==> config.mk <==
export PLATFORM = sky130hd
export DESIGN_NAME = svnseg_capture
export DESIGN_NICKNAME = d
export VERILOG_FILES = /design/src/rtl/svnseg_pkg.sv /design/src/rtl/svnseg_decode.sv /design/src/rtl/svnseg_capture.sv
export SDC_FILE = /design/constraint.sdc
export NUM_CORES = 1
export LEC_CHECK = 0
export ABC_AREA = 1
export CAP_MARGIN = 40
export CORE_MARGIN = 5
export CORE_UTILIZATION = 42
export DETAILED_ROUTE_END_ITERATION = 8
export PLACE_DENSITY_LB_ADDON = 0.08
export SYNTH_ARGS = -nofsm -noshare
export SYNTH_HDL_FRONTEND = slang
export SYNTH_SLANG_ARGS = --single-unit
==> constraint.sdc <==
create_clock -name clk -period 3.95 [get_ports clk]
set_input_delay 0.395 -clock clk [delete_from_list [all_inputs] [get_ports clk]]
set_output_delay 0.395 -clock clk [all_outputs]
set_load 0.02 [all_outputs]
==> src/rtl/svnseg_pkg.sv <==
// Shared seven-segment definitions: hex glyph patterns (active-high, bit6=a .. bit0=g),
// the blank pattern and the capture sampler state encoding.
package svnseg_pkg;

    localparam logic [6:0] SEG_0     = 7'h7E;
    localparam logic [6:0] SEG_1     = 7'h30;
    localparam logic [6:0] SEG_2     = 7'h6D;
    localparam logic [6:0] SEG_3     = 7'h79;
    localparam logic [6:0] SEG_4     = 7'h33;
    localparam logic [6:0] SEG_5     = 7'h5B;
    localparam logic [6:0] SEG_6     = 7'h5F;
    localparam logic [6:0] SEG_7     = 7'h70;
    localparam logic [6:0] SEG_8     = 7'h7F;
    localparam logic [6:0] SEG_9     = 7'h7B;
    localparam logic [6:0] SEG_A     = 7'h77;
    localparam logic [6:0] SEG_B     = 7'h1F;
    localparam logic [6:0] SEG_C     = 7'h4E;
    localparam logic [6:0] SEG_D     = 7'h3D;
    localparam logic [6:0] SEG_E     = 7'h4F;
    localparam logic [6:0] SEG_F     = 7'h47;
    localparam logic [6:0] SEG_BLANK = 7'h00;

    typedef enum logic [1:0] {
        ST_IDLE     = 2'd0,
        ST_COUNT    = 2'd1,
        ST_CAPTURED = 2'd2
    } sampler_state_t;

    function automatic logic [6:0] seg_encode(input logic [3:0] value);
        case (value)
            4'h0: seg_encode = SEG_0;
            4'h1: seg_encode = SEG_1;
            4'h2: seg_encode = SEG_2;
            4'h3: seg_encode = SEG_3;
            4'h4: seg_encode = SEG_4;
            4'h5: seg_encode = SEG_5;
            4'h6: seg_encode = SEG_6;
            4'h7: seg_encode = SEG_7;
            4'h8: seg_encode = SEG_8;
            4'h9: seg_encode = SEG_9;
            4'hA: seg_encode = SEG_A;
            4'hB: seg_encode = SEG_B;
            4'hC: seg_encode = SEG_C;
            4'hD: seg_encode = SEG_D;
            4'hE: seg_encode = SEG_E;
            default: seg_encode = SEG_F;
        endcase
    endfunction

endpackage

==> src/rtl/svnseg_decode.sv <==
// Combinational seven-segment decoder: active-high pattern -> {hit, blank, value}.
module svnseg_decode
    import svnseg_pkg::*;
(
    input  logic [6:0] pattern_i,
    output logic       hit_o,
    output logic       blank_o,
    output logic [3:0] value_o
);

    always_comb begin
        hit_o   = 1'b0;
        value_o = 4'h0;
        blank_o = (pattern_i == SEG_BLANK);
        for (int i = 0; i < 16; i++) begin
            if (pattern_i == seg_encode(4'(i))) begin
                hit_o   = 1'b1;
                value_o = 4'(i);
            end
        end
    end

endmodule

==> src/rtl/svnseg_capture.sv <==
// Recovers hex digits from a multiplexed active-low seven-segment display bus.
// Optional per-digit staleness timeout: define SVNSEG_CAPTURE_TIMEOUT_EN.
module svnseg_capture
    import svnseg_pkg::*;
#(
    parameter int NUM_DIGITS     = 4,
    parameter int STABLE_CYCLES  = 4,
    parameter int TIMEOUT_CYCLES = 65536
) (
    input  logic                    clk,
    input  logic                    rst,
    input  logic [6:0]              seg_n,
    input  logic [NUM_DIGITS-1:0]   an_n,
    output logic [4*NUM_DIGITS-1:0] digit,
    output logic [NUM_DIGITS-1:0]   digit_valid,
    output logic [NUM_DIGITS-1:0]   digit_err,
    output logic                    update,
    output sampler_state_t          fsm_state_o
);

    localparam int IDX_W = (NUM_DIGITS > 1) ? $clog2(NUM_DIGITS) : 1;
    localparam int CNT_W = $clog2(STABLE_CYCLES + 1);
    localparam logic [CNT_W-1:0] STABLE_CNT = CNT_W'(STABLE_CYCLES);

    logic [6:0]            seg_q;
    logic [NUM_DIGITS-1:0] an_q;
    logic [6:0]            pat;
    logic [NUM_DIGITS-1:0] act;
    logic                  one_hot;
    logic [IDX_W-1:0]      idx;

    // Inputs are asynchronous to us in practice; all decisions use the registered copy.
    always_ff @(posedge clk or posedge rst) begin
        if (rst) begin
            seg_q <= '1;
            an_q  <= '1;
        end else begin
            seg_q <= seg_n;
            an_q  <= an_n;
        end
    end

    always_comb begin
        pat     = ~seg_q;
        act     = ~an_q;
        one_hot = (act != '0) && ((act & (act - NUM_DIGITS'(1))) == '0);
        idx     = '0;
        for (int i = 0; i < NUM_DIGITS; i++) begin
            if (act[i]) idx = IDX_W'(i);
        end
    end

    sampler_state_t   state_q, state_d;
    logic [CNT_W-1:0] cnt_q, cnt_d;
    logic [6:0]       ref_seg_q, ref_seg_d;
    logic [IDX_W-1:0] ref_idx_q, ref_idx_d;
    logic             match;
    logic             capture;

    assign match = (pat == ref_seg_q) && (idx == ref_idx_q);

    always_ff @(posedge clk or posedge rst) begin
        if (rst) begin
            state_q   <= ST_IDLE;
            cnt_q     <= '0;
            ref_seg_q <= '0;
            ref_idx_q <= '0;
        end else begin
            state_q   <= state_d;
            cnt_q     <= cnt_d;
            ref_seg_q <= ref_seg_d;
            ref_idx_q <= ref_idx_d;
        end
    end

    always_comb begin
        state_d   = state_q;
        cnt_d     = cnt_q;
        ref_seg_d = ref_seg_q;
        ref_idx_d = ref_idx_q;
        if (!one_hot) begin
            state_d = ST_IDLE;
            cnt_d   = '0;
        end else if (state_q == ST_CAPTURED && match) begin
            state_d = ST_CAPTURED;
        end else if (state_q == ST_COUNT && match) begin
            cnt_d   = cnt_q + CNT_W'(1);
            state_d = (cnt_d == STABLE_CNT) ? ST_CAPTURED : ST_COUNT;
        end else begin
            cnt_d     = CNT_W'(1);
            ref_seg_d = pat;
            ref_idx_d = idx;
            state_d   = (STABLE_CYCLES == 1) ? ST_CAPTURED : ST_COUNT;
        end
    end

    // A capture is any edge that enters CAPTURED, but not one that merely holds it.
    always_comb begin
        capture     = (state_d == ST_CAPTURED) && !(state_q == ST_CAPTURED && match);
        fsm_state_o = state_q;
    end

    logic       dec_hit;
    logic       dec_blank;
    logic [3:0] dec_value;

    svnseg_decode u_decode (
        .pattern_i (pat),
        .hit_o     (dec_hit),
        .blank_o   (dec_blank),
        .value_o   (dec_value)
    );

    logic [4*NUM_DIGITS-1:0] digit_q, digit_d;
    logic [NUM_DIGITS-1:0]   valid_q, valid_d;
    logic [NUM_DIGITS-1:0]   err_q, err_d;
    logic                    update_q, update_d;

`ifdef SVNSEG_CAPTURE_TIMEOUT_EN
    localparam int TMO_W = $clog2(TIMEOUT_CYCLES + 1);
    localparam logic [TMO_W-1:0] TMO_MAX = TMO_W'(TIMEOUT_CYCLES);
    logic [TMO_W-1:0] tmo_q [NUM_DIGITS];
    logic [TMO_W-1:0] tmo_d [NUM_DIGITS];

    always_ff @(posedge clk or posedge rst) begin
        if (rst) begin
            for (int i = 0; i < NUM_DIGITS; i++) tmo_q[i] <= '0;
        end else begin
            for (int i = 0; i < NUM_DIGITS; i++) tmo_q[i] <= tmo_d[i];
        end
    end
`else
    if (TIMEOUT_CYCLES > 0) begin : g_no_timeout
    end
`endif

    always_comb begin
        digit_d = digit_q;
        valid_d = valid_q;
        err_d   = err_q;
`ifdef SVNSEG_CAPTURE_TIMEOUT_EN
        // Counters saturate, so the timeout fires once per capture.
        for (int i = 0; i < NUM_DIGITS; i++) begin
            tmo_d[i] = tmo_q[i];
            if (capture && idx == IDX_W'(i)) begin
                tmo_d[i] = '0;
            end else if (tmo_q[i] != TMO_MAX) begin
                tmo_d[i] = tmo_q[i] + TMO_W'(1);
                if (tmo_d[i] == TMO_MAX) valid_d[i] = 1'b0;
            end
        end
`endif
        for (int i = 0; i < NUM_DIGITS; i++) begin
            if (capture && idx == IDX_W'(i)) begin
                if (dec_hit) begin
                    digit_d[4*i +: 4] = dec_value;
                    valid_d[i]        = 1'b1;
                end else if (dec_blank) begin
                    valid_d[i] = 1'b0;
                end else begin
                    err_d[i] = 1'b1;
                end
            end
        end
        update_d = (digit_d != digit_q) || (valid_d != valid_q);
    end

    always_ff @(posedge clk or posedge rst) begin
        if (rst) begin
            digit_q  <= '0;
            valid_q  <= '0;
            err_q    <= '0;
            update_q <= 1'b0;
        end else begin
            digit_q  <= digit_d;
            valid_q  <= valid_d;
            err_q    <= err_d;
            update_q <= update_d;
        end
    end

    assign digit       = digit_q;
    assign digit_valid = valid_q;
    assign digit_err   = err_q;
    assign update      = update_q;

endmodule
==> metrics.yaml, run 1 <==
setup_path:
  cp_max_fo: 12
  timing.critical_path.mode_cell: "sky130_fd_sc_hd__nor2_1"
  slowest_delay_ps: 630
  critical_path.cell_chain: "nor2_1 > nand2_1 > nor2_1 > a21oi_1 > nand2_1 > nor2_1 > o21ai_0 > nand2_1 > nand2_1 > nor2_1 > nand3_1 > nor2_1 > nand4_1"
  cp_slowest_cell: "sky130_fd_sc_hd__dfstp_2"
  crit_arrival_ps: 2780
  cp-end-kind: "register"
  setup.worst_path.start_class: "register"
  path_delay_family: "simple AND/OR/NAND/NOR gates"
  crit_type: "reg2reg"
  critical_path.n_buffers_inverters: 0
  crit_path_required_time_ps: 4140
pwr:
  p_seq_share_pct: 49.8
  power_per_cell_area_mw_per_mm2: 315
  internal_power_uw: 840
  power.switching_uw: 286
  power.leakage_nw: 1.88
  power_switching_share_pct: 25.4
  comb_power_share_pct: 11.7
  power.clock.fraction_pct: 38.4
  max-vdd-ir-drop_uv: 171
clock_tree:
  tritoncts: "done"
  cts-htree-levels: 2
  cts_repair_resize_count: 0
  clock-root-buffer: "sky130_fd_sc_hd__clkbuf_8"
  cts_made_buffers: 5
  clk-insertion-delay-late_ps: 310
  clock_tree.buffer_depth: 2
  path_clk_slew_ps: 90
  post-cts-setup-buffers: 0
  post_cts_hold_buffer_count: 0
  cts_num_sinks: 50
placement:
  place.port_buffers: 39
  hpwl_um: 5150
  place_inst: 520
  gp_routability_congestion: 0.942
route:
  detail-route-antenna-nets: 0
  drt_pass1_iterations: 4
  totalWireLength_um: 6690
  routed_wire_length_per_instance_um: 12.7
  drt_iter0_markers: 101
  via_per_inst: 4.76
  route.detailed.drc: 0
  routed-via-count: 2515
sta:
  timing.final.hold_violations: 0
  achievable-frequency_mhz: 386
  finalWorstPathRequiredPeriod_ps: 2590
  fin_worst_hold_slack_ps: 454
  setup-violations-final: 0
  rsz_0062_raised_after_global_routing: "false"
  layout_worst_path_cycle_share_pct: 65.6
  timing_worst_slew_pin_value_ps: 721
  skew_ps: 4.27
  max-slew-margin-rel_pct: 51.5
  final.setup.tns_ps: 0
  final-max-slew-violation-count: 0
synth:
  sequential_share_of_the_synthesized_area_pct: 43.0
  synth-seq-cells: 50
  synthesis.area_mm2: 0.00294
  synth_ff_type: "sky130_fd_sc_hd__dfrtp_1"
  synth.lib_cells_used.distinct: 43
  postSynthNetCount: 405
  synth_top_cells_by_area: "sky130_fd_sc_hd__dfrtp_1 (33%), sky130_fd_sc_hd__nand2_1 (12%), sky130_fd_sc_hd__dfstp_2 (9.8%), sky130_fd_sc_hd__inv_1 (8.2%), sky130_fd_sc_hd__nor2_1 (4.9%)"
  synth_top_cells_by_count: "sky130_fd_sc_hd__nand2_1 (97), sky130_fd_sc_hd__inv_1 (64), sky130_fd_sc_hd__dfrtp_1 (39)"
  post_synth_inst_count: 390
  asyncSetResetFlopFracSynth_pct: 100
  synth_enable_flop_cells: 0
  syn_avg_cell_area_um2: 7.54
  synth.top_cell.area_share_pct: 33.2
  synthMostInstantiatedCell: "sky130_fd_sc_hd__nand2_1"
  ys_warn_count: 0
  dominant_cell_type_by_area_after_synthesis: "sky130_fd_sc_hd__dfrtp_1"
global_routing:
  grt_first_pass_wirelength_um: 11700
  grt_max_degree: 28
  groute.layer.met1.usage_pct: 23.7
  grt_busiest_layer: "met2"
  grt_util_met2_pct: 25.9
  via_count_of_the_first_global_routing_pass: 2415
  track_usage_pct: 16.7
  grt_util_met3_pct: 3.85
  grt_overflow_total: 0
  grt_antenna_before_repair: 0
worst_hold_path:
  worstHoldPathType: "in2async"
floorplan:
  floorplan.rows: 30
  core_area_mm2: 0.00679
  die_w_um: 93.7
  fp.dieArea_mm2: 0.00877
  ios: 40
  initial_utilization_pct: 43.3
  y_dimension_of_the_die_um: 93.7
job:
  cap_violations: 0
final_layout:
  register_area_mm2: 0.00126
  multi_input_comb_area_mm2: 0.00137
  final.fill_count: 670
  antenna-diode-count: 0
  layout.cells.non_filler: 528
  final_nets: 446
  share_of_final_layout_standard_cells_stronger_than_drive_strength_1_pct: 12.0
  syn_to_final_growth_pct: 21.5
run_status:
  run_status: "completed"
[worst register-to-register path: stages (launching register included)]
cell and delay, ps:
sky130_fd_sc_hd__dfstp_2 630, sky130_fd_sc_hd__nor2_1 120, sky130_fd_sc_hd__nand2_1 90, sky130_fd_sc_hd__nor2_1 40
sky130_fd_sc_hd__a21oi_1 160, sky130_fd_sc_hd__nand2_1 110, sky130_fd_sc_hd__nor2_1 490, sky130_fd_sc_hd__o21ai_0 200
sky130_fd_sc_hd__nand2_1 130, sky130_fd_sc_hd__nand2_1 60, sky130_fd_sc_hd__nor2_1 100, sky130_fd_sc_hd__nand3_1 80
sky130_fd_sc_hd__nor2_1 160, sky130_fd_sc_hd__nand4_1 100
[cell usage in the layout, fill, tap and decap left out, types with 2 or more instances in the layout]
master,Yosys,final
sky130_fd_sc_hd__a21boi_0,4,4
sky130_fd_sc_hd__a21o_1,3,3
sky130_fd_sc_hd__a21oi_1,7,7
sky130_fd_sc_hd__bufinv_16,0,2
sky130_fd_sc_hd__clkbuf_8,0,5
sky130_fd_sc_hd__clkdlybuf4s50_1,0,39
sky130_fd_sc_hd__dfrtp_1,39,39
sky130_fd_sc_hd__dfstp_2,11,11
sky130_fd_sc_hd__ha_1,2,2
sky130_fd_sc_hd__inv_1,64,63
sky130_fd_sc_hd__inv_2,7,8
sky130_fd_sc_hd__nand2_1,97,97
sky130_fd_sc_hd__nand2_2,4,4
sky130_fd_sc_hd__nand2_4,2,2
sky130_fd_sc_hd__nand3_1,26,26
sky130_fd_sc_hd__nand3_2,2,2
sky130_fd_sc_hd__nand3b_1,3,3
sky130_fd_sc_hd__nand4_1,15,15
sky130_fd_sc_hd__nor2_1,38,38
sky130_fd_sc_hd__nor2_2,4,4
sky130_fd_sc_hd__nor2_4,4,4
sky130_fd_sc_hd__nor3_1,3,3
sky130_fd_sc_hd__o21ai_0,19,19
sky130_fd_sc_hd__o21ai_1,9,9
sky130_fd_sc_hd__xor2_1,2,2
[worst paths after layout]
path	start	to	slack (ps)	cells after the start
min in group clk	seg_n[2]	seg_q[2]	480	1
max in group asynchronous	rst	seg_q[2]	2890	3
hold reg to reg	digit_err[3]	digit_err[3]	480	1
setup reg to reg	seg_q[2]	update	1360	13
hold / removal	rst	fsm_state_o[0]	450	2
setup / recovery	seg_q[2]	update	1360	13
[state kept, by name, summed over array words and instances, names as in the netlist, 3 cells and up]
signal	flops
digit_valid	4
digit_err	4
seg_q	7
digit	16
ref_seg_q	7
cnt_q	3
an_q	4
[routing by layer]
| layer | wire length, µm | share of wire [%] | up-vias |
|---|---|---|---|
| li1 | - | - | 1325 |
| met1 | 3430 | 51 | 1137 |
| met2 | 2930 | 44 | 46 |
| met3 | 281 | 4.2 | 7 |
| met4 | 58 | 0.87 | 0 |
| met5 | 0 | 0 | - |
[power groups by stage]
stage | clock, mW | combinational (mW) | sequential (mW)
final | 0.433 | 0.132 | 0.561
after global routing | 0.471 | 0.151 | 0.566
after CTS | 0.449 | 0.134 | 0.561
after detailed placement | 0 | 0.133 | 0.571
after global placement | 0 | 0.131 | 0.570
after floorplan | 0 | 0.0994 | 0.565
[cell families (layout without fill, tap and decap cells)]
| kind of cell | Yosys count | in the layout | share of synthesized area [%] |
|---|---|---|---|
| AO/OA/AOI/OAI | 50 | 50 | 10.2 |
| XOR/XNOR | 3 | 3 | 0.894 |
| adder cells (fa/ha/maj) | 2 | 2 | 0.851 |
| buffers and inverters | 78 | 120 | 10.5 |
| flip-flops | 50 | 50 | 43.0 |
| AND/OR/NAND/NOR | 207 | 207 | 34.5 |
[through the flow]
step / worst slack, ps / utilization [%] / cell area (µm²) / power, mW
6_report: 1360 / 52.5 / 3570 / 1.13
4_1_cts: 1430 / 52.5 / 3570 / 1.14
2_1_floorplan: 1790 / - / 2940 / 0.665
3_3_place_gp: 1430 / 50.2 / 3410 / 0.701
5_1_grt: 1020 / 52.5 / 3570 / 1.19
3_5_place_dp: 1450 / 50.5 / 3430 / 0.704
[area by class of cell]
| type | count | share of cell area, % |
|---|---|---|
| Multi-Input combinational cell | 262 | 38.2 |
| Sequential cell | 50 | 35.4 |
| Timing Repair Buffer | 40 | 11.5 |
| Inverter | 72 | 7.61 |
| Tap cell | 96 | 3.36 |
| Clock buffer | 5 | 1.93 |
| Clock inverter | 3 | 1.93 |
Note: power is estimated with default switching activity, not from simulation.
==> inputs of run 2 (changes only) <==
Clock period 3.95 ns to 2.7 ns, I/O delays scaled along.
==> metrics.yaml, run 2 (synthesized netlist as in run 1, its figures left out) <==
sta:
  layout_worst_path_cycle_share_pct: 90.7
  final-max-slew-violation-count: 0
  setup-violations-final: 0
  achievable-frequency_mhz: 408
  max-slew-margin-rel_pct: 68.4
  skew_ps: 5.07
  rsz_0062_raised_after_global_routing: "false"
  final.setup.tns_ps: 0
  timing.final.hold_violations: 0
  timing_worst_slew_pin_value_ps: 470
  finalWorstPathRequiredPeriod_ps: 2450
clock_tree:
  cts_num_sinks: 50
  clock-root-buffer: "sky130_fd_sc_hd__clkbuf_8"
  clock_tree.buffer_depth: 2
  tritoncts: "done"
  cts-htree-levels: 2
  path_clk_slew_ps: 90
  cts_made_buffers: 5
  clk-insertion-delay-late_ps: 300
final_layout:
  number_of_flip_flops_under_the_largest_register_name: 16
  layout.cells.most_common_list: "sky130_fd_sc_hd__nand2_1 (97), sky130_fd_sc_hd__inv_1 (62), sky130_fd_sc_hd__dfrtp_1 (39), sky130_fd_sc_hd__clkdlybuf4s50_1 (39), sky130_fd_sc_hd__nor2_1 (38)"
  share_of_final_layout_standard_cells_stronger_than_drive_strength_1_pct: 14.8
  register_area_mm2: 0.00126
  final.fill_count: 652
  antenna-diode-count: 0
  multi_input_comb_area_mm2: 0.00138
  final_cell_area_mm2: 0.00362
  syn_to_final_growth_pct: 23.2
  most_common_cell_after_layout_fill_and_taps_aside: "sky130_fd_sc_hd__nand2_1"
  final_nets: 460
global_routing:
  groute.layer.met1.usage_pct: 24.1
  grt_antenna_before_repair: 0
  via_count_of_the_first_global_routing_pass: 2367
  track_usage_pct: 16.5
  grt_max_degree: 21
  grt_busiest_layer: "met2"
  grt_first_pass_wirelength_um: 11500
  grt_util_met3_pct: 2.64
  grt_util_met2_pct: 25.5
  grt_overflow_total: 0
placement:
  gp_routability_congestion: 0.975
  cell_area_placed_mm2: 0.00347
  hpwl_um: 5220
  place.port_buffers: 39
setup_path:
  crit_type: "reg2reg"
  crit_arrival_ps: 2630
  cp-end-kind: "register"
  cp_max_fo: 7
  r2r_start: "seg_q[3]"
  crit_path_required_time_ps: 2880
  startpoint: "seg_q[3]"
  setup.worst_path.start_class: "register"
floorplan:
  initial_utilization_pct: 43.3
  y_dimension_of_the_die_um: 93.7
  die_w_um: 93.7
  fp.dieArea_mm2: 0.00877
  ios: 40
  core_area_mm2: 0.00679
  floorplan.rows: 30
route:
  drt_pass1_iterations: 6
  detail-route-antenna-nets: 0
  routed_wire_length_per_instance_um: 12.6
  route.detailed.drc: 0
  totalWireLength_um: 6840
  routed-via-count: 2609
  via_per_inst: 4.81
  drt_iter0_markers: 142
run_status:
  run_status: "completed"
worst_hold_path:
  worstHoldPathType: "in2async"
pwr:
  power.leakage_nw: 1.92
  finalPower_mw: 1.48
  max-vdd-ir-drop_uv: 190
  power_per_cell_area_mw_per_mm2: 409
job:
  cap_violations: 0
==> run 2: final timing paths <==
path	end	slack, ps	cells past startpoint
max in group asynchronous	an_q[2]	1900	3
min	ref_seg_q[2]	220	2
max reg2reg	update	250	15
min reg2reg	digit_err[3]	480	1
max	update	250	15
min in group clk	an_q[0]	370	1
==> run 2: worst max-delay path, stage by stage, from the launching register on <==
cell and delay (ps):
sky130_fd_sc_hd__dfstp_2 620, sky130_fd_sc_hd__inv_2 80, sky130_fd_sc_hd__nand2_1 70, sky130_fd_sc_hd__nand2_1 60, sky130_fd_sc_hd__nor2_2 150, sky130_fd_sc_hd__nand2_2 100, sky130_fd_sc_hd__nor2_4 100, sky130_fd_sc_hd__nand4_4 160
sky130_fd_sc_hd__nor2_8 230, sky130_fd_sc_hd__nand2_2 130, sky130_fd_sc_hd__nor2_4 120, sky130_fd_sc_hd__nand2_1 60, sky130_fd_sc_hd__o21ai_1 120, sky130_fd_sc_hd__nor2_1 70, sky130_fd_sc_hd__nor3_2 150, sky130_fd_sc_hd__nand4_1 110
==> run 2: area by class of cell <==
type                       count  share of cell area (%)
clock buffer                   7                    2.39
tap                           96                    3.32
sequential                    50                    34.9
clock inverter                 1                   0.138
multi-input combinational    263                    38.0
inverter                      72                    7.50
timing repair buffer          53                    13.7
==> run 2: metal layers <==
| layer | wire (µm) | vias to the layer above | part of all wire (%) |
|---|---|---|---|
| met4 | 64 | 0 | 0.94 |
| met5 | 0 | - | 0 |
| li1 | - | 1354 | - |
| met1 | 3430 | 1187 | 50 |
| met3 | 267 | 8 | 3.9 |
| met2 | 3070 | 60 | 45 |
==> run 2: stage by stage <==
stage	setup WS, ps	hold slack, ps	util, %	cells
finish	250	224	53.3	542
global route	16.8	259	53.3	542
CTS	155	226	52.4	535
detailed placement	176	464	51.1	527
global placement	190	462	51.1	527
floorplan	539	274	-	390
==> run 2: what timing repair did <==
action	4_1_cts	5_1_grt
buffers inserted	0	6
hold buffers	0	0
endpoints found under the hold margin	0	0
endpoints found under the setup margin	0	1
resized for setup	0	1
==> run 2: power by group <==
| group | switching, mW | internal [mW] | total (mW) | leakage, nW |
|---|---|---|---|---|
| clock network | 0.252 | 0.208 | 0.460 | 0.0482 |
| logic | 0.129 | 0.0703 | 0.199 | 1.24 |
| registers | 0.0307 | 0.790 | 0.820 | 0.639 |
| total | 0.412 | 1.07 | 1.48 | 1.92 |
==> inputs of run 3 (changes only) <==
Settings changed: PLACE_DENSITY set to 0.65, PLACE_DENSITY_LB_ADDON 0.08 to not set, REMOVE_ABC_BUFFERS set to 1.
==> metrics.yaml, run 3 (synthesized netlist as in run 1, its figures left out) <==
run_status:
  run_status: "completed"
worst_hold_path:
  worstHoldPathType: "in2async"
global_routing:
  via_count_of_the_first_global_routing_pass: 2489
  grt_antenna_before_repair: 0
  grt_overflow_total: 0
  grt_first_pass_wirelength_um: 11900
  grt_max_degree: 51
  track_usage_pct: 17.1
clock_tree:
  tritoncts: "done"
  cts-htree-levels: 2
  path_clk_slew_ps: 90
  clock_tree.buffer_depth: 2
  clk-insertion-delay-late_ps: 300
  post_cts_hold_buffer_count: 0
  clock-root-buffer: "sky130_fd_sc_hd__clkbuf_8"
  cts_made_buffers: 5
  cts_num_sinks: 50
job:
  cap_violations: 0
final_layout:
  layout.cells.non_filler: 542
  most_common_cell_after_layout_fill_and_taps_aside: "sky130_fd_sc_hd__nand2_1"
  share_of_final_layout_standard_cells_stronger_than_drive_strength_1_pct: 15.0
  syn_to_final_growth_pct: 24.5
  layout.cells.most_common_list: "sky130_fd_sc_hd__nand2_1 (97), sky130_fd_sc_hd__inv_1 (63), sky130_fd_sc_hd__dfrtp_1 (39), sky130_fd_sc_hd__clkdlybuf4s50_1 (39), sky130_fd_sc_hd__nor2_1 (37)"
  antenna-diode-count: 0
  number_of_flip_flops_under_the_largest_register_name: 16
  final.fill_count: 658
  final_nets: 460
sta:
  timing.final.hold_violations: 0
  layout_worst_path_cycle_share_pct: 90.1
  setup-violations-final: 0
  max-slew-margin-rel_pct: 63.7
  final-max-slew-violation-count: 0
  rsz_0062_raised_after_global_routing: "false"
  achievable-frequency_mhz: 411
  skew_ps: 5.24
  timing_worst_slew_pin_value_ps: 542
  final.setup.tns_ps: 0
  finalWorstPathRequiredPeriod_ps: 2430
floorplan:
  fp.dieArea_mm2: 0.00877
  floorplan.rows: 30
  ios: 40
  initial_utilization_pct: 43.3
  y_dimension_of_the_die_um: 93.7
  core_area_mm2: 0.00679
  die_w_um: 93.7
placement:
  gp_routability_congestion: 0.880
  hpwl_um: 5110
  place.port_buffers: 39
  place_inst: 525
pwr:
  power.clock.fraction_pct: 34.3
  comb_power_share_pct: 13.1
  finalPower_mw: 1.56
  max-vdd-ir-drop_uv: 261
  power.leakage_nw: 1.94
  power.switching_uw: 418
  power_per_cell_area_mw_per_mm2: 426
  p_seq_share_pct: 52.7
  internal_power_mw: 1.14
  power_switching_share_pct: 26.8
route:
  routed-via-count: 2680
  drt_pass1_iterations: 5
  via_per_inst: 4.94
  totalWireLength_um: 6890
  routed_wire_length_per_instance_um: 12.7
  drt_iter0_markers: 138
  route.detailed.drc: 0
  detail-route-antenna-nets: 0
setup_path:
  crit_arrival_ps: 2620
  crit_path_required_time_ps: 2890
  crit_type: "reg2reg"
  setup.worst_path.start_class: "register"
  cp_max_fo: 7
  cp-end-kind: "register"
run 3: metal layers:
layer	track usage [%]	part of all wire, %
met3	3.37	4.5
met2	27.5	47
met5	0	0
met4	4.81	1.3
met1	23.5	48
run 3: layout make-up:
cell class / instances / area (µm²) / share of cell area, %
multi-input combinational: 263 / 1380 / 37.8
sequential: 50 / 1260 / 34.6
timing repair buffer: 53 / 508 / 13.9
inverter: 72 / 274 / 7.49
tap: 96 / 120 / 3.28
clock buffer: 6 / 72.6 / 1.98
clock inverter: 2 / 37.5 / 1.03
run 3: what timing repair did:
item                                    in CTS  in global routing
endpoints found under the setup margin       0                  1
setup buffers                                0                  8
gates resized for setup                      0                  3
run 3: per-stage QoR:
| stage | utilization, % | hold slack [ps] | area (µm²) | setup slack, ps |
|---|---|---|---|---|
| global placement | 51.1 | 449 | 3470 | 210 |
| finish | 53.9 | 324 | 3660 | 268 |
| global route | 53.9 | 330 | 3660 | 2.05 |
| CTS | 52.7 | 337 | 3580 | 185 |
| floorplan | - | 274 | 2900 | 545 |
| detailed placement | 51.1 | 468 | 3470 | 209 |
run 3: worst paths after layout:
path | start | to | slack (ps) | depth (start not counted)
max in group asynchronous | rst | seg_q[0] | 2100 | 3
max | seg_q[3] | update | 270 | 15
max reg2reg | seg_q[3] | update | 270 | 15
min in group clk | seg_n[3] | seg_q[3] | 360 | 1
min | rst | digit_err[2] | 320 | 3
min reg2reg | digit_err[1] | digit_err[1] | 490 | 1
run 3: power by group through the flow:
stage	clock network, mW	registers, mW	logic [mW]
after CTS	0.553	0.821	0.199
after global routing	0.583	0.827	0.232
after global placement	0	0.833	0.196
after detailed placement	0	0.835	0.198
final	0.534	0.820	0.204
after floorplan	0	0.830	0.138
run 3: critical path, cell delays in order (launching register included):
cell	delay (ps)
sky130_fd_sc_hd__dfstp_2	600
sky130_fd_sc_hd__inv_2	80
sky130_fd_sc_hd__nand2_1	70
sky130_fd_sc_hd__nand2_1	50
sky130_fd_sc_hd__nor2_2	160
sky130_fd_sc_hd__nand2_2	100
sky130_fd_sc_hd__nor2_4	100
sky130_fd_sc_hd__nand4_4	160
sky130_fd_sc_hd__nor2_8	240
sky130_fd_sc_hd__nand3_4	140
sky130_fd_sc_hd__clkinv_2	110
sky130_fd_sc_hd__nand2_1	50
sky130_fd_sc_hd__o21ai_1	110
sky130_fd_sc_hd__nor2_1	70
sky130_fd_sc_hd__nor3_2	170
sky130_fd_sc_hd__nand4_1	90
==> edit 1, RTL diff (settings of run 1) <==
Remove the register `update_q`: a continuous assignment takes its place, so the output `update` follows one clock earlier.
--- a/src/rtl/svnseg_capture.sv
+++ b/src/rtl/svnseg_capture.sv
@@ -171,12 +171,12 @@
             valid_q  <= '0;
             err_q    <= '0;
-            update_q <= 1'b0;
         end else begin
             digit_q  <= digit_d;
             valid_q  <= valid_d;
             err_q    <= err_d;
-            update_q <= update_d;
         end
     end
+
+    assign update_q = update_d;
 
     assign digit       = digit_q;
Formal check against the unedited RTL: not equivalent (a bounded check fails within 10 cycles, from zero or initial values and one cycle with rst high).
==> edit 1 against run 1 <==
Critical path depth increased by 6; clock power decreased by 25%; non-clock buffer count increased by 4; setup slack got worse by 760 ps; final area increased by 9.6%; fmax decreased by 23%; hold slack got worse by 58 ps; total power decreased by 4.4%; routed wire length increased by 20%; combinational power increased by 50%; sequential cell count decreased by 1; area after synthesis increased by 11%.
==> edit 1: results (changes against run 1) <==
Global Route met1 Usage -> 24.1% (was 23.7%)
Worst EP arrival -> 2960 ps (was 2780 ps)
Synth area leaders -> dfrtp_1, nand2_1, dfstp_2 (unchanged)
syn avg cell area -> 7.02 um2 (was 7.54 um2)
dpl hpwl -> 6290 um (was 5150 um)
Placed Cells -> 605 (was 520)
compound-cell area share of the yosys netlist -> 8.37% (was 10.2%)
switching power total -> 320 uW (was 286 uW)
R2R cell count -> 12 (was 13)
first-pass GRT wire length -> 13100 um (was 11700 um)
Cell variety after synth -> 38 (was 43)
FILL cells -> 758 (was 670)
leakage -> 1.99 nW (was 1.88 nW)
DRT iter0 DRCs -> 142 (was 101)
post-synthesis adder-cell area fraction -> 0.765% (was 0.851%)
Max VDD drop -> 150 uV (was 171 uV)
Final #Nets -> 528 (was 446)
Post-Route WL -> 8010 um (was 6690 um)
status -> finished, final reports clean (unchanged)
met1 wire length -> 3890 um (was 3430 um)
GPL Wtd Cong -> 0.884 (was 0.942)
Max-slew headroom -> 55.6% (was 51.5%)
Pwr Total -> 1.08 mW (was 1.13 mW)
met2 usage -> 25.9% (about the same)
DR WL/cell -> 13.0 um (was 12.7 um)
largest net degree at the start of global routing -> 33 (was 28)
-- edit 1: changes by cell type in the layout (fill, tap and decap cells not counted), sizes merged, moves of 3 or more --
cell,change
a21o,-3
a21boi,-5
nor2,+34
nand4,+3
o21ai,-7
buf,+4
nand2,+37
nand3,+11
inv,+6
o21bai,+3
a21oi,+5
-- edit 1: final timing paths --
path	from	end	slack, ps
worst max-delay path	seg_q[6]	update	600
min in group clk	digit_err[1]	digit_err[1]	480
worst min-delay path	rst	ref_seg_q[2]	400
max in group asynchronous	rst	an_q[1]	2980
worst max register to register	seg_q[6]	digit[9]	1590
worst min register to register	digit_err[1]	digit_err[1]	480
-- edit 1: critical path, cell delays in order, from the launching register on --
cell	delay, ps
dfstp_2	610
inv_2	80
nand2_2	70
nand2_1	50
nor2_2	70
nand2_1	110
nor2_4	170
nand4_2	170
nor2_2	420
nand3_1	160
nand2_1	90
nand2_1	50
nand2_1	60
nor2_1	40
nand2_1	50
nor2_1	30
nand2_1	80
nor2_1	50
nand4_1	60
dlymetal6s2s_1	220
-- edit 1: cell type report --
cell class	count	area share [%]
inverter	77	7.39
timing repair buffer	44	11.3
sequential	49	31.7
tap	102	3.26
multi-input combinational	336	43.7
clock buffer	7	2.46
clock inverter	1	0.128
-- edit 1: timing repair --
action | in CTS | in global routing
gates resized for setup | 0 | 2
endpoints found under the setup margin | 0 | 1
buffers inserted | 0 | 2
-- edit 1: through the flow --
step                setup WS (ps)  instance area (um2)
floorplan                    1340                 3270
global route                  313                 3910
CTS                           147                 3880
global placement              516                 3760
finish                        599                 3910
detailed placement            508                 3780
==> edit 2, RTL diff (settings of run 1) <==
Without the edit above. Build with the macro `SVNSEG_CAPTURE_TIMEOUT_EN` defined.
--- a/src/rtl/svnseg_capture.sv
+++ b/src/rtl/svnseg_capture.sv
@@ -1,4 +1,6 @@
 // Recovers hex digits from a multiplexed active-low seven-segment display bus.
 // Optional per-digit staleness timeout: define SVNSEG_CAPTURE_TIMEOUT_EN.
+`define SVNSEG_CAPTURE_TIMEOUT_EN
+
 module svnseg_capture
     import svnseg_pkg::*;
Function: same outputs for any inputs over 10 cycles, from zero or initial values and one cycle with rst high; that may be too few to reach the edited logic, so the function may still have changed.
==> edit 2 against run 1 <==
Sequential cell count up 68; via count grew 150%; non-clock buffer count rose by 1; final area is 130% higher; fmax is 15% lower; routed wire length grew to 2.5 times the old value; hold slack worse by 70 ps; critical path depth increased by 5; total power grew to 2.6 times the old value; global-route usage grew 1.4 points; setup slack worse by 440 ps; area after synthesis up 140%.
==> edit 2: results (changes against run 1) <==
dpl hpwl -> 12900 um (was 5150 um)
Non-clk invs -> 193 (was 72)
Seq/Total Area, Yosys -> 41.5% (was 43.0%)
root buffer cell -> clkbuf_16 (was clkbuf_8)
largest net degree at the start of global routing -> 65 (was 28)
clk tree area frac -> 6.84% (was 3.86%)
Placed Cells -> 1244 (was 520)
vias in the first global route -> 6038 (was 2415)
Worst EP arrival -> 3380 ps (was 2780 ps)
CTS clk-pin slew, worst paths -> 50 ps (was 90 ps)
layout cell share with drive strength beyond 1 -> 7.77% (was 12.0%)
FF+latch count, synth -> 118 (was 50)
#MultiIn Comb -> 672 (was 262)
FILL cells -> 1659 (was 670)
Crit path largest cell delay -> 600 ps (was 630 ps)
Largest register FFs -> 68 (was 16)
met2 usage -> 30.1% (was 25.9%)
Final #Nets -> 1066 (was 446)
worst min path class -> in -> reg (was in -> async)
H-tree depth -> 4 (was 2)
GPL Wtd Cong -> 0.916 (was 0.942)
Commonest cells post-synth -> nand2_1, inv_1, nor2_1, dfrtp_1, nand3_1 (was nand2_1, inv_1, dfrtp_1, nor2_1, nand3_1)
status -> finished, final reports clean (unchanged)
first-pass GRT wire length -> 29100 um (was 11700 um)
Signal buf overhead -> 4.99% (was 11.5%)
Final Core Density -> 50.4% (was 52.5%)
met3 routed WL -> 609 um (was 281 um)
Mapped Nets -> 1011 (was 405)
pre-CTS WS -> 954 ps (was 1450 ps)
met1 wire length -> 7990 um (was 3430 um)
via/cell ratio -> 4.87 (was 4.76)
metal2 WL -> 8130 um (was 2930 um)
TritonRoute pass-1 iters -> 5 (was 4)
DRT iter0 DRCs -> 335 (was 101)
CTS buffer count -> 17 (was 5)
M3 GR Usage -> 4.53% (was 3.85%)
Post-Route WL -> 17000 um (was 6690 um)
Synth area leaders -> dfrtp_1, nand2_1, inv_1 (was dfrtp_1, nand2_1, dfstp_2)
multi-input combinational area share -> 40.8% (was 38.2%)
CLK BUF -> 27 (was 5)
syn avg cell area -> 7.23 um2 (was 7.54 um2)
most flop-heavy register -> tmo_q
## edit 2: report_power, final
part / switching (mW) / internal [mW]
sequential: 0.0205 / 1.24
combinational: 0.0945 / 0.0441
clock: 0.519 / 0.990
total: 0.634 / 2.27
## edit 2: cells by family (layout without fill, tap and decap cells)
logic type                 count (synthesis)  count (layout)  share of synthesized area (%)
and+or+nand+nor                          553             553                           35.5
AOI/OAI and AO/OA                         75              75                           6.41
DFF                                      118             118                           41.5
adders and majority gates                 10              10                           1.75
xor gates and xnor gates                  34              34                           4.17
buffers and inverters                    198             265                           10.6
## edit 2: worst paths after layout
| check | end | cells past startpoint | start | slack [ps] |
|---|---|---|---|---|
| worst max-delay path | update | 18 | seg_q[2] | 920 |
| worst min-delay path | seg_q[1] | 1 | seg_n[1] | 380 |
| worst max register to register | update | 18 | seg_q[2] | 920 |
| worst min register to register | digit_err[1] | 1 | digit_err[1] | 470 |
| max in group asynchronous | seg_q[2] | 3 | rst | 2690 |
| min in group asynchronous | tmo_q[64] | 2 | rst | 450 |
